File: src/rtl/fetch_unit.sv
// -----------------------------------------------------------------------------
// fetch_unit
//
// Instruction fetch stage that sits directly upstream of the main control
// decoder. It holds the PC and issues one memory request at a time over a
// valid/ready handshake. It captures the returned word and presents its decode
// fields (opcode, func3, func7 bit). The next PC is chosen from the decoder's
// pc_sel/branch_target pair. The unit also counts consumed instructions and
// latches a sticky error when a redirect target is misaligned.
//
// One instruction moves through REQ -> WAIT -> ISSUE. With zero memory wait
// states and no stall this gives one instruction every three cycles.
//
// Parameters
//   XLEN      width of PC, addresses and instruction word
//   RESET_PC  PC value loaded on reset
//
// Ports
//   clk             system clock; all state updates on its rising edge
//   reset           asynchronous, active-high reset
//   imem_req_valid  fetch request valid (held until imem_req_ready)
//   imem_req_ready  memory accepts the request this cycle
//   imem_addr       fetch address; pc while imem_req_valid=1, otherwise 0
//   imem_rsp_valid  response word valid (only honoured while waiting)
//   imem_rdata      response instruction word
//   stall           downstream not ready; hold the current instruction
//   pc_sel          1 = next PC is branch_target
//   branch_target   redirect address from decoder/ALU
//   inst_valid      inst/inst_pc/decode fields valid
//   inst            registered instruction word
//   inst_pc         PC of inst
//   opcode          inst[6:0]
//   func3           inst[14:12]
//   func7           inst[30]
//   instret         count of instructions consumed (wraps)
//   fetch_err       sticky misaligned-redirect error, cleared only by reset
// -----------------------------------------------------------------------------
module fetch_unit #(
  parameter int              XLEN     = 32,
  parameter logic [XLEN-1:0] RESET_PC = '0
) (
  input  logic            clk,
  input  logic            reset,
  output logic            imem_req_valid,
  input  logic            imem_req_ready,
  output logic [XLEN-1:0] imem_addr,
  input  logic            imem_rsp_valid,
  input  logic [XLEN-1:0] imem_rdata,
  input  logic            stall,
  input  logic            pc_sel,
  input  logic [XLEN-1:0] branch_target,
  output logic            inst_valid,
  output logic [XLEN-1:0] inst,
  output logic [XLEN-1:0] inst_pc,
  output logic [6:0]      opcode,
  output logic [2:0]      func3,
  output logic            func7,
  output logic [31:0]     instret,
  output logic            fetch_err
);

  typedef enum logic [2:0] {
    IDLE,
    REQ,
    WAIT,
    ISSUE,
    ERR
  } state_t;

  state_t          state;
  logic [XLEN-1:0] pc;
  logic            misaligned_redirect;

  // A redirect is only legal to a word-aligned target.
  assign misaligned_redirect = pc_sel && (branch_target[1:0] != 2'b00);

  // The address bus is quiet whenever no request is being offered. It is
  // derived from registered state only, so it stays glitch-free and stable
  // for as long as the request is held.
  assign imem_addr = imem_req_valid ? pc : '0;

  // Decode fields are plain slices of the instruction register. They are
  // therefore zero after reset and frozen while the instruction is held.
  assign opcode = inst[6:0];
  assign func3  = inst[14:12];
  assign func7  = inst[30];

  // NOTE: every register in this block, including the outputs, uses
  // non-blocking assignment. Each branch then reads the pre-edge values of
  // pc/instret/state, with no ordering hazards between statements.
  always_ff @(posedge clk or posedge reset) begin
    if (reset) begin
      state          <= IDLE;
      pc             <= RESET_PC;
      imem_req_valid <= 1'b0;
      inst_valid     <= 1'b0;
      inst           <= '0;
      inst_pc        <= '0;
      instret        <= '0;
      fetch_err      <= 1'b0;
    end else begin
      case (state)
        // One quiet cycle after reset release before the first request.
        IDLE: begin
          imem_req_valid <= 1'b1;
          state          <= REQ;
        end

        // Request is held, with a stable address, until the memory takes it.
        REQ: begin
          if (imem_req_ready) begin
            imem_req_valid <= 1'b0;
            state          <= WAIT;
          end
        end

        // Exactly one request is outstanding here. Responses in any other
        // state (including stale ones from before a reset) are dropped.
        WAIT: begin
          if (imem_rsp_valid) begin
            inst       <= imem_rdata;
            inst_pc    <= pc;
            inst_valid <= 1'b1;
            state      <= ISSUE;
          end
        end

        // Instruction is presented. Redirect inputs are only sampled in the
        // cycle the decoder consumes it (stall low).
        ISSUE: begin
          if (!stall) begin
            instret    <= instret + 32'd1;
            inst_valid <= 1'b0;
            if (misaligned_redirect) begin
              fetch_err <= 1'b1;
              state     <= ERR;
            end else begin
              pc             <= pc_sel ? branch_target : pc + XLEN'(4);
              imem_req_valid <= 1'b1;
              state          <= REQ;
            end
          end
        end

        // Terminal until reset: no requests, nothing valid, error held.
        ERR: begin
          imem_req_valid <= 1'b0;
          inst_valid     <= 1'b0;
          fetch_err      <= 1'b1;
        end

        default: begin
          imem_req_valid <= 1'b0;
          inst_valid     <= 1'b0;
          state          <= IDLE;
        end
      endcase
    end
  end

endmodule

File: config.mk
export PLATFORM = sky130hd
export DESIGN_NAME = fetch_unit
export DESIGN_NICKNAME = d
export VERILOG_FILES = /design/src/rtl/fetch_unit.sv
export SDC_FILE = /design/constraint.sdc
export NUM_CORES = 1
export LEC_CHECK = 0
export ABC_AREA = 1
export CAP_MARGIN = 20
export CORE_MARGIN = 4
export CORE_UTILIZATION = 51
export DETAILED_ROUTE_END_ITERATION = 10
export MAX_ROUTING_LAYER = met4
export PLACE_DENSITY = 0.85
export SYNTH_ARGS = -nofsm -noshare
export SYNTH_HDL_FRONTEND = slang
export SYNTH_SLANG_ARGS = --single-unit
export TNS_END_PERCENT = 10
File: constraint.sdc
create_clock -name clk -period 6.9 [get_ports clk]
set_input_delay 1.38 -clock clk [delete_from_list [all_inputs] [get_ports clk]]
set_output_delay 1.38 -clock clk [all_outputs]
set_load 0.03 [all_outputs]
* Yosys cells after proc, flatten, opt, wreduce, memory -nomap -nowiden
Index checks and enable logic that the tools add are counted.
W data, S select, Z words.
** Cells by class
- Add/subtract/negate cells :: 2
- Multipliers :: 0
- Divide/modulo/power cells :: 0
- Magnitude comparators :: 0
- Equality and inequality tests :: 9
- Shift operators :: 0
- Muxes and demuxes :: 17
- Bitwise operators :: 5
- Reductions and logical operators :: 12
** Operator list (number)
- $mux W32 :: 2
- $add A32 B1 Y32 const B :: 1
- $add A32 B3 Y32 const B :: 1
- $pmux W3 S5 :: 1
- $mux W3 :: 4
- $ne A2 B2 Y1 const B :: 5
- $reduce_and A3 Y1 :: 3
- $reduce_and A4 Y1 :: 2
- $mux W1 :: 7
- $eq A3 B2 Y1 const B :: 2
- $not A1 Y1 :: 5
- $pmux W1 S4 :: 1
- $reduce_and A2 Y1 :: 2
- $reduce_bool A2 Y1 :: 2
- $eq A3 B1 Y1 const B :: 1
- $eq A3 B3 Y1 const B :: 1
- $logic_not A3 Y1 :: 1
- $pmux W1 S3 :: 1
- $pmux W1 S2 :: 1
- $reduce_or A2 Y1 :: 1
- $logic_and A1 B1 Y1 :: 1
** Storage, ports and cells
- Register bits :: 134
- Bits in latches :: 0
- Memory bits (writable) :: 0
- Bits in read-only memories :: 0
- Logic and storage cells :: 53
- Memories kept :: 0

* Depth between registers and ports, before layout
Gate-level depths: netlist of the first run.
- Depth after elaboration :: 5
- Mapped depth :: 11
- Depth with buffers taken out :: 11

* Least setup slack after synthesis of the first run
OpenSTA, ideal clock, no wires.
- Kind :: register -> output
- From :: reg imem_req_valid
- To :: out imem_addr[10]
- Arrival :: 1267 ps
- Required time :: 5520 ps
- Setup slack :: 4253 ps
- Stages on the path, launching flop included :: 5
- Path through :: dfrtp_1 -> clkbuf_1 -> clkbuf_1 -> nand2_1 -> inv_1
** On the way
- Cells in the longest elaborated chain, start to end :: 1
** Ends and longest elaborated chain
- start, declared :: RTL line 44 : output logic imem_req_valid,
- start signal, assigned :: RTL line 95 : imem_req_valid <= 1'b0;
- start signal, assigned :: RTL line 105 : imem_req_valid <= 1'b1;
- start signal, assigned :: RTL line 112 : imem_req_valid <= 1'b0;
- $mux W32 :: RTL line 80 : assign imem_addr = imem_req_valid ? pc : '0;
- end, declared :: RTL line 46 : output logic [XLEN-1:0] imem_addr,
No other way between the ends.

* Worst setup path in the final report of the first run
- From :: reg imem_req_valid
- To :: out imem_addr[14]
The elaborated chain is that of the path after synthesis.

==> impl_metrics.toml, run 1 <==
[drt]
viasPerCell = 5.18
drc = 0
first_iter_violations = 610
routed_wl_um = 20700
drtAntennaViolNets = 0
vias = 7034
first_pass_iters = 6
drt-wirelength-per-cell_um = 15.3

[critical_path]
path_class = "reg2out"
ff2ff_path_depth = 10
cp.arrival_ns = 2.23
crit_path_end_kind = "output port"
reg2reg_to = "inst_pc[8]"
required_ns = 5.52
r2r_start = "state[2]"
start_kind = "flop"
crit_fanout = 21
reg2reg_slack_ns = 4.46

[timing]
skew_ns = 0.00672
rsz0062_at_grt = "false"
min_period_ns = 3.61
fin_tns_setup_ns = 0
fmax_mhz = 277
period_share_pct = 52.3
finalMaxSlewViolations = 0
slew_headroom_pct = 32.5
hold_violations = 0
worst_pin_slew_ns = 1.01
setup_viol = 0

[cells_and_area]
syn2layout_area_growth_pct = 39.6
mostFrequentLayoutCell = "nand2_1"
layout_common_cells = "nand2_1 (392), clkdlybuf4s50_1 (211), dfrtp_1 (134)"
diodes = 0
design_area_um2 = 9860
drive_above_1_share_pct = 5.00
n_fill_cell = 1041
final_nets = 1241

[place]
place_area_um2 = 9230
hpwlAfterDp_um = 15200
gp_congestion = 0.992
port_buffers = 211

[clock_network]
cts_tree = "done"
cts_setup_buffers = 0
path_clk_slew_ns = 0.06
ctsHoldBuffers = 0
cts-buffers-inserted = 17
clockBufferDepth = 2
cts_resized = 0
root_buffer = "clkbuf_16"
clkSinkCount = 134
htree_levels = 4
insertion_delay_ns = 0.41

[floorplanning]
io_pins = 212
die_h_um = 126
fp.dieW_um = 126
rows = 42
dieArea_um2 = 15800
coreArea_um2 = 13400
start_util_pct = 52.7

[logic_synthesis]
yosysSeqAreaShare_pct = 47.5
syn_inst = 974
syn_nets = 1046
synth.distinct_cells = 34
syn-cell-area_um2 = 7060
synth.avg_cell_area_um2 = 7.25
synth-seq-cells = 134
yosysWarnings = 0

[min_path]
hold_start = "inst_pc[3]"
worst_hold_path.num_cells = 2
min_to = "inst_pc[3]"
hp-class = "reg2reg"

[global_routing]
overflow = 0
track_usage_pct = 27.0
grt_pass1_vias = 6680
antenna_found_initial = 0
grt_pass1_wl_um = 33500
grt_max_degree = 74

[run_status]
status = "finished clean"

[pwr]
leakage_nw = 4.75
p_per_area_nw_per_um2 = 444
vdd_drop_max_mv = 0.213

[flow_run]
drv_cap = 0
[routing by layer]
| layer | GRT usage [%] | vias to the layer above | share of wire (%) |
|---|---|---|---|
| met5 | - | - | 0 |
| met4 | 10.5 | 0 | 2.7 |
| met3 | 6.44 | 48 | 8.9 |
| met2 | 41.8 | 332 | 47 |
| met1 | 34.6 | 3258 | 41 |
| li1 | - | 3396 | - |
[worst max-delay path, stage by stage, from the launching register on]
cell,delay (ns)
dfrtp_1,0.74
buf_16,0.23
nand2_1,0.09
inv_1,0.07
clkdlybuf4s50_1,0.68
[synthesized netlist by cell type]
cell	number	area, um2
nand2_1	392	1470
o31ai_1	1	7.51
nor3_1	11	55.1
o221ai_1	1	8.76
nand2_2	4	25.0
nor2_4	7	78.8
ha_1	2	25.0
inv_6	1	8.76
inv_2	5	18.8
buf_6	1	11.3
nor2_1	106	398
nand2_4	1	11.3
nand3b_1	5	37.5
or2_2	1	6.26
o21ai_0	44	220
dfrtp_1	134	3350
nand3_1	54	270
o211ai_1	4	30.0
clkbuf_1	14	52.6
o22ai_1	5	31.3
buf_4	13	97.6
nand4_1	6	37.5
xor2_1	15	131
o21bai_1	1	7.51
a31oi_1	1	6.26
o21ai_1	10	50.1
inv_1	100	375
buf_2	11	55.1
nor4_1	2	12.5
a21oi_1	7	35.0
and2_1	1	6.26
xnor2_1	9	78.8
nor2_8	1	20.0
nor2_2	4	25.0
[area by class of cell]
type                            count  area [um2]  area share [%]
Tap cell                          176         220            2.23
Sequential cell                   134        3350            34.0
Timing Repair Buffer              215        2160            21.9
Clock buffer                       24         512            5.19
Clock inverter                      7         116            1.18
Multi-Input combinational cell    695        3090            31.3
Inverter                          106         408            4.14
[through the flow]
stage               utilization (%)  hold slack [ns]  total power [mW]  setup WS, ns  std cells
CTS                            73.6            0.472              4.40          3.29       1357
detailed placement             68.9            0.458              3.43          3.08       1326
finish                         73.6            0.468              4.38          3.29       1357
floorplan                         -            0.485              2.59          1.94        974
global route                   73.6            0.484              4.63          3.21       1357
global placement               68.7            0.453              3.37          3.16       1325
[power by group]
part	switching, mW	total (mW)	internal (mW)
Combinational	1.26	2.04	0.787
Sequential	0.301	1.39	1.09
Clock	0.325	0.949	0.624
Total	1.88	4.38	2.50
[worst max-delay path by stage]
stage	start	endpoint	slack [ns]	depth (start not counted)
CTS	imem_req_valid	imem_addr[14]	3.29	4
finish	imem_req_valid	imem_addr[14]	3.29	4
global route	imem_req_valid	imem_addr[8]	3.21	4
floorplan	reset	fetch_err	1.94	1
detailed placement	pc_sel	pc[13]	3.08	9
global placement	pc_sel	pc[13]	3.16	9
[registers in the layout, indices dropped and copies added (netlist names)]
signal          cells
fetch_err           1
imem_req_valid      1
inst               32
inst_pc            32
inst_valid          1
instret            32
pc                 32
state               3
[cells by family after synthesis]
kind of cell	count (synthesis)	synth area share, %
and+or+nand+nor	595	34.8
buffers and inverters	145	8.77
DFF	134	47.5
AOI/OAI and AO/OA	74	5.62
xor gates and xnor gates	24	2.98
adders and majority gates	2	0.354
No activity file was read; power rests on OpenSTA's default activity.
==> run 2, diff against run 1 <==
CORE_UTILIZATION = 48   (was 51)
PLACE_DENSITY = 0.8   (was 0.85)
clock period = 3.4 ns   (was 6.9 ns; I/O delays follow)
==> impl_metrics.toml, run 2 (synthesis gave the netlist of run 1 again) <==
[timing]
fin_tns_setup_ns = 0
setup_viol = 0
slew_headroom_pct = 52.6
min_period_ns = 2.76
fmax_mhz = 363
rsz0062_at_grt = "false"
worst_pin_slew_ns = 0.712
period_share_pct = 81.1
skew_ns = 0.00769
finalMaxSlewViolations = 0
hold_violations = 0

[floorplanning]
rows = 44
start_util_pct = 48.8
coreArea_um2 = 14500
io_pins = 212
die_h_um = 129
dieArea_um2 = 16700
fp.dieW_um = 129

[critical_path]
required_ns = 2.72
path_buf_inv = 3
cp_slowest_cell = "clkdlybuf4s50_1"
crit_fanout = 33
crit_family = "buffers and inverters"
slowest_delay_ns = 0.68
cp.arrival_ns = 2.08
crit_path_end_kind = "output port"
crit_chain = "buf_4 -> nand2_1 -> inv_1 -> clkdlybuf4s50_1"
path_class = "reg2out"
start_kind = "flop"

[place]
hpwlAfterDp_um = 15000
gp_congestion = 0.939
port_buffers = 211

[clock_network]
root_buffer = "clkbuf_16"
insertion_delay_ns = 0.42
cts_resized = 0
path_clk_slew_ns = 0.06
cts-buffers-inserted = 17
ctsHoldBuffers = 0
cts_tree = "done"
cts_setup_buffers = 0
clockBufferDepth = 2
htree_levels = 4
clkSinkCount = 134

[pwr]
power_switching_mw = 3.81
power_frac_seq_pct = 31.7
switching_share_pct = 43.6
vdd_drop_max_mv = 0.431
power.internal_mw = 4.93
p_per_area_nw_per_um2 = 886
combPwrFrac_pct = 47.7
leakage_nw = 4.75
clkPwrFrac_pct = 20.6

[cells_and_area]
seq_area_um2 = 3350
layout_common_cells = "nand2_1 (392), clkdlybuf4s50_1 (211), dfrtp_1 (134)"
mostFrequentLayoutCell = "nand2_1"
syn2layout_area_growth_pct = 39.7
postLayoutCoreUtil_pct = 68.1
multi_input_area_um2 = 3090
n_fill_cell = 1194
diodes = 0
final_nets = 1245
drive_above_1_share_pct = 5.23

[global_routing]
grt_pass1_wl_um = 32400
antenna_found_initial = 0
overflow = 0
grt_max_degree = 135
grt_pass1_vias = 6506
track_usage_pct = 25.3

[drt]
vias = 6945
routed_wl_um = 20300
drtAntennaViolNets = 0
viasPerCell = 5.07
drc = 0
drt-wirelength-per-cell_um = 14.8
first_pass_iters = 5
first_iter_violations = 543

[flow_run]
drv_cap = 0

[min_path]
hp-class = "reg2reg"

[run_status]
status = "finished clean"
-- run 2: final cells by class --
type,instances,share of cell area [%]
timing repair buffer,219,22.4
clock buffer,23,4.85
sequential,134,34.0
clock inverter,9,1.00
tap,184,2.33
multi-input combinational,695,31.3
inverter,106,4.12
-- run 2: per-layer routing --
layer,vias up,share of wire (%),global-route usage (%)
met5,-,0,-
met4,0,1.9,8.15
met1,3224,42,32.2
met3,36,8.2,5.48
met2,292,48,40.4
li1,3393,-,-
-- run 2: final timing paths --
kind	startpoint	endpoint	slack, ns	depth (start not counted)
min in group asynchronous	reset	inst[1]	0.81	3
max in group asynchronous	reset	inst_pc[20]	2.05	3
max	imem_req_valid	imem_addr[5]	0.64	4
min	inst[25]	inst[25]	0.47	2
min reg2reg	inst[25]	inst[25]	0.47	2
max reg2reg	state[0]	pc[13]	1.33	9
-- run 2: metrics by stage --
stage	area, um2	instances	setup slack (ns)	hold WS, ns	power, mW
6_report	9860	1370	0.643	0.469	8.74
5_1_grt	9860	1370	0.553	0.492	9.26
4_1_cts	9860	1370	0.617	0.473	8.80
3_5_place_dp	9290	1338	0.779	0.459	6.96
3_3_place_gp	9290	1338	0.869	0.452	6.88
2_1_floorplan	7060	974	1.05	0.485	5.25
-- run 2: worst register-to-register path, stage by stage (launching register included) --
cell and delay (ns):
dfrtp_1 0.44, nand2_2 0.10, nor2_4 0.12, nand2_2 0.27
nor2_4 0.37, inv_2 0.28, a21oi_1 0.19, o21ai_0 0.10
nand2_1 0.07, inv_1 0.04
-- run 2: power by group through the flow --
stage	logic (mW)	clock network (mW)	registers (mW)
final	4.17	1.80	2.77
after detailed placement	4.18	0	2.78
after floorplan	1.81	0	3.45
after CTS	4.21	1.82	2.76
after global routing	4.50	1.89	2.86
after global placement	4.12	0	2.75
